## config.mk

```make
export PLATFORM = sky130hd
export DESIGN_NAME = frame_capture_ctrl
export DESIGN_NICKNAME = d
export VERILOG_FILES = /design/src/rtl/frame_capture_ctrl.sv
export SDC_FILE = /design/constraint.sdc
export NUM_CORES = 1
export LEC_CHECK = 0
export CAP_MARGIN = 20
export CORE_MARGIN = 5
export CORE_UTILIZATION = 45
export DETAILED_ROUTE_END_ITERATION = 10
export PLACE_DENSITY_LB_ADDON = 0.25
export SLEW_MARGIN = 20
export SYNTH_ARGS = -nofsm -noshare
export SYNTH_HDL_FRONTEND = slang
export SYNTH_SLANG_ARGS = --single-unit
```

## constraint.sdc

```tcl
create_clock -name clk -period 4 [get_ports clk]
set_input_delay 0.4 -clock clk [delete_from_list [all_inputs] [get_ports clk]]
set_output_delay 0.4 -clock clk [all_outputs]
set_load 0.01 [all_outputs]
```

## src/rtl/frame_capture_ctrl.sv

```systemverilog
// OV7670 pixel-bus capture sequencer: pairs bytes into RGB565 pixels and
// drives the frame buffer write port with x/y coordinates.
module frame_capture_ctrl #(
    parameter int H_ACTIVE = 640,
    parameter int V_ACTIVE = 480
) (
    input  logic        clk,
    input  logic        resetN,
    input  logic        captureEn,
    input  logic        continuous,
    input  logic        vsync,
    input  logic        href,
    input  logic [7:0]  dataIn,
    output logic [15:0] pixelOut,
    output logic [9:0]  outX,
    output logic [8:0]  outY,
    output logic        writeEn,
    output logic        frameDone,
    output logic        busy,
    output logic [7:0]  frameCount,
    output logic        lineErr
);

    localparam logic [9:0] H_LIM = 10'(H_ACTIVE);
    localparam logic [8:0] V_LIM = 9'(V_ACTIVE);

    typedef enum logic [1:0] {
        IDLE    = 2'd0,
        ARM     = 2'd1,
        CAPTURE = 2'd2
    } state_t;

    state_t      state_q;
    logic        vs_q, vs2_q, hr_q, hr2_q;
    logic [7:0]  din_q, hi_q;
    logic        sel_q;
    logic [9:0]  x_q, x_d;
    logic [8:0]  y_q, y_d;
    logic [15:0] pix_q;
    logic [9:0]  ox_q;
    logic [8:0]  oy_q;
    logic        we_q, done_q, err_q;
    logic [7:0]  cnt_q;

    logic vs_rise, vs_fall, hr_fall, in_win;

    assign vs_rise = vs_q & ~vs2_q;
    assign vs_fall = ~vs_q & vs2_q;
    assign hr_fall = ~hr_q & hr2_q;
    assign in_win  = (x_q < H_LIM) && (y_q < V_LIM);

    // Saturating counters keep off-window pixels from wrapping onto (0,0).
    assign x_d = (x_q == 10'h3FF) ? x_q : x_q + 10'd1;
    assign y_d = (y_q == 9'h1FF) ? y_q : y_q + 9'd1;

    assign pixelOut   = pix_q;
    assign outX       = ox_q;
    assign outY       = oy_q;
    assign writeEn    = we_q;
    assign frameDone  = done_q;
    assign busy       = (state_q != IDLE);
    assign frameCount = cnt_q;
    assign lineErr    = err_q;

    always_ff @(posedge clk or negedge resetN) begin
        if (!resetN) begin
            state_q <= IDLE;
            vs_q    <= 1'b0;
            vs2_q   <= 1'b0;
            hr_q    <= 1'b0;
            hr2_q   <= 1'b0;
            din_q   <= '0;
            hi_q    <= '0;
            sel_q   <= 1'b0;
            x_q     <= '0;
            y_q     <= '0;
            pix_q   <= '0;
            ox_q    <= '0;
            oy_q    <= '0;
            we_q    <= 1'b0;
            done_q  <= 1'b0;
            err_q   <= 1'b0;
            cnt_q   <= '0;
        end else begin
            vs_q   <= vsync;
            vs2_q  <= vs_q;
            hr_q   <= href;
            hr2_q  <= hr_q;
            din_q  <= dataIn;
            we_q   <= 1'b0;
            done_q <= 1'b0;
            case (state_q)
                IDLE: begin
                    if (captureEn) begin
                        state_q <= ARM;
                        err_q   <= 1'b0;
                    end
                end
                ARM: begin
                    if (!captureEn) begin
                        state_q <= IDLE;
                    end else if (vs_fall) begin
                        state_q <= CAPTURE;
                        x_q     <= '0;
                        y_q     <= '0;
                        sel_q   <= 1'b0;
                    end
                end
                CAPTURE: begin
                    // Frame end wins over a coincident line end.
                    if (vs_rise) begin
                        done_q <= 1'b1;
                        cnt_q  <= cnt_q + 8'd1;
                        sel_q  <= 1'b0;
                        if (hr_fall && sel_q) err_q <= 1'b1;
                        state_q <= (continuous && captureEn) ? ARM : IDLE;
                    end else if (hr_fall) begin
                        if (sel_q) err_q <= 1'b1;
                        sel_q <= 1'b0;
                        x_q   <= '0;
                        if (x_q != '0) y_q <= y_d;
                    end else if (hr_q) begin
                        if (!sel_q) begin
                            hi_q  <= din_q;
                            sel_q <= 1'b1;
                        end else begin
                            sel_q <= 1'b0;
                            x_q   <= x_d;
                            if (in_win) begin
                                pix_q <= {hi_q, din_q};
                                ox_q  <= x_q;
                                oy_q  <= y_q;
                                we_q  <= 1'b1;
                            end
                        end
                    end
                end
                default: state_q <= IDLE;
            endcase
        end
    end

endmodule
```

==> impl_metrics.json <==
{
  "vdd_drop_max_mv": 0.2970,
  "cts_repair_resize_count": 0,
  "postSynth.topFlopCell": "dfrtp_1",
  "floorplan.io_pins": 61,
  "design.final.nets": 378,
  "ys_async_sr_fraction_pct": 100.0,
  "ant_nets": 0,
  "outcome": "complete, no violations",
  "placeableCoreArea_um2": 8636,
  "critical_path_cell_sequence": "nor2b_4 -> and4_4 -> o211a_2 -> buf_4 -> mux2_2",
  "critPathMaxFanout": 19,
  "average_wire_length_per_cell_after_detail_routing_um": 16.13,
  "report.final.setup_viol": 0,
  "initialDrtViolationCount": 88,
  "critical_path.endpoint_type": "flop",
  "routed_wl_um": 7611,
  "grt_first_pass_wirelength_um": 13210,
  "cp_slowest_cell": "o211a_2",
  "ys_seq_area_share_pct": 55.84,
  "final_hold_viol_count": 0,
  "timing.critical_path.arrival_ns": 2.91,
  "firstDrtPassIters": 4,
  "place_congestion": 0.8331,
  "worstMarginPinSlew_ns": 0.7756,
  "ctsLongestPathBuffers": 2,
  "yosysUniqueCellTypes": 52,
  "cp_class": "flop to flop",
  "grt_setup_unrepaired": "false",
  "grt_remaining_overflow": 0,
  "insertedDiodeCount": 0,
  "die_width_um": 103.6,
  "post_cts_buffers": 0,
  "cts_max_level": 3,
  "maxCapViolations": 0,
  "cell_at_the_root_of_the_clock_tree": "clkbuf_8",
  "synthesized_netlist_net_count": 317,
  "max_freq_ghz": 0.3751,
  "post_synth_top_area_share_pct": 55.84,
  "synthTopCellsByArea": "dfrtp_1 56%, mux2_4 11%, mux2_2 4.3%, nand2_1 1.9%, a21oi_1 1.8%",
  "synth.yosys.warnings": 0,
  "floorplan.initialDensity_pct": 45.67,
  "mostFrequentLayoutCells": "88 x dfrtp_1, 59 x clkdlybuf4s50_1, 29 x mux2_4, 20 x nand2_1, 15 x mux2_2",
  "cts_hold_buffers": 0,
  "initial_antenna_violation_count": 0,
  "cts_tree": "built",
  "layout_commonest_cell": "dfrtp_1",
  "period_needed_ns": 2.666,
  "number_of_synthesized_register_bits": 88,
  "via_count_of_the_first_global_routing_pass": 2605,
  "yosysTopAreaCell": "dfrtp_1",
  "grt_max_degree": 89,
  "post_synth.cell_area_avg_um2": 13.23,
  "die_h_um": 103.6,
  "synth.cell_area_um2": 3944,
  "timing.clock.skew_ns": 0.01043,
  "timing.hold.worst.class": "input pin to asynchronous set/reset pin",
  "fp.dieArea_um2": 10740,
  "port_bufs": 60,
  "timing_max_transition_violations_final": 0,
  "aggregate_negative_setup_slack_ns": 0,
  "cp-start-kind": "flop",
  "gr-usage-all-layers_pct": 14.83,
  "numCtsBuffers": 9,
  "power_density_nw_per_um2": 476.8,
  "drcViolationCount": 0,
  "total_leakage_power_nw": 2.085,
  "drive_gt1_share_pct": 20.33,
  "synth_to_final_area_change_pct": 20.94,
  "num_vias": 2520,
  "post-route-cell-area_um2": 4770,
  "dpl_cell_area_um2": 4564,
  "rows": 34,
  "wp_data_required_ns": 4.24,
  "routed_via_density": 5.339,
  "clkSlewWorstSetupHoldPaths_ns": 0.09,
  "finalCritPeriodShare_pct": 66.64,
  "synth-edff-count": 0,
  "insertion_delay_ns": 0.35,
  "hpwlAfterDp_um": 5199,
  "cpPeakStageDelay_ns": 0.62,
  "number_of_instances_in_the_synthesized_netlist": 298,
  "relSlewSlack_pct": 48.30,
  "cts_sink_cnt": 88
}
==> metrics by stage <==
stage	power (mW)	setup slack, ns	utilization, %	instances	hold WS (ns)
global placement	1.664	1.434	52.85	456	0.4510
CTS	2.310	1.340	55.19	472	0.2850
detailed placement	1.681	1.331	52.85	456	0.4519
finish	2.274	1.334	55.23	472	0.06706
floorplan	1.439	1.840	-	298	0.1044
global route	2.409	1.226	55.23	472	0.1657
==> Yosys cell counts (3+ instances only) <==
| master | instances |
|---|---|
| and3_1 | 5 |
| mux2_4 | 29 |
| o21ai_0 | 7 |
| xnor2_1 | 3 |
| mux2_2 | 15 |
| buf_12 | 3 |
| xor2_1 | 4 |
| nand4_1 | 6 |
| buf_2 | 3 |
| a41oi_1 | 4 |
| a31oi_1 | 6 |
| buf_6 | 4 |
| nand3_1 | 8 |
| dfrtp_1 | 88 |
| inv_1 | 9 |
| ha_1 | 5 |
| nand2_1 | 20 |
| o21a_1 | 4 |
| nor2_1 | 10 |
| nor3_1 | 5 |
| a21oi_1 | 14 |
| mux2i_1 | 5 |
==> path summary, 6_finish.rpt <==
kind                       depth (start not counted)            end           from  slack (ns)
setup / recovery                                   5    pixelOut[5]     state_q[1]        1.33
hold / removal                                     1         x_q[0]         resetN        0.07
setup reg to reg                                   5    pixelOut[5]     state_q[1]        1.33
hold reg to reg                                    1  frameCount[7]  frameCount[7]        0.47
max in group asynchronous                          1    pixelOut[8]         resetN        3.38
min in group clk                                   1       din_q[2]      dataIn[2]        0.47
==> worst max-delay path: cells and delay by family, from the launching register on <==
kind,cells,cell delay [ns]
muxes,1,0.38
and+or+nand+nor,2,0.61
buffers and inverters,1,0.44
AOI/OAI and AO/OA,1,0.62
DFF,1,0.51
==> state kept, by name, indices dropped and copies added (netlist names) <==
| register | count |
|---|---|
| outX | 10 |
| pixelOut | 16 |
| writeEn | 1 |
| hr2_q | 1 |
| state_q | 2 |
| din_q | 8 |
| y_q | 9 |
| vs2_q | 1 |
| hr_q | 1 |
| vs_q | 1 |
| outY | 9 |
| lineErr | 1 |
| sel_q | 1 |
| hi_q | 8 |
| frameDone | 1 |
| frameCount | 8 |
| x_q | 10 |
==> cells by family after synthesis <==
family                     synth area share (%)
DFF                                       55.84
buffers and inverters                     4.093
adders and majority gates                 1.586
AOI/OAI and AO/OA                         9.708
xor gates and xnor gates                  1.555
muxes                                     16.59
and+or+nand+nor                           10.63
==> metal layers <==
layer / track usage (%) / vias up / part of all wire [%] / wire [µm]
met5: 0 / - / 0 / 0
met4: 4.030 / 0 / 1.1 / 80
met3: 6.219 / 6 / 7.4 / 563
met2: 20.86 / 69 / 44 / 3339
met1: 20.98 / 1243 / 48 / 3627
li1: - / 1202 / - / -
==> cell type report <==
| class | count | area (µm²) |
|---|---|---|
| sequential | 88 | 2202 |
| inverter | 9 | 33.78 |
| timing repair buffer | 62 | 616.8 |
| clock inverter | 7 | 77.57 |
| multi-input combinational | 189 | 1580 |
| clock buffer | 9 | 123.9 |
| tap | 108 | 135.1 |
| fill | 739 | 3866 |
==> power by group <==
part | internal [mW] | leakage [nW] | total, mW | switching (mW)
registers | 1.04 | 1.17 | 1.18 | 0.148
logic | 0.279 | 0.816 | 0.474 | 0.195
clock network | 0.294 | 0.100 | 0.616 | 0.322
No activity file was read; power rests on OpenSTA's default activity.
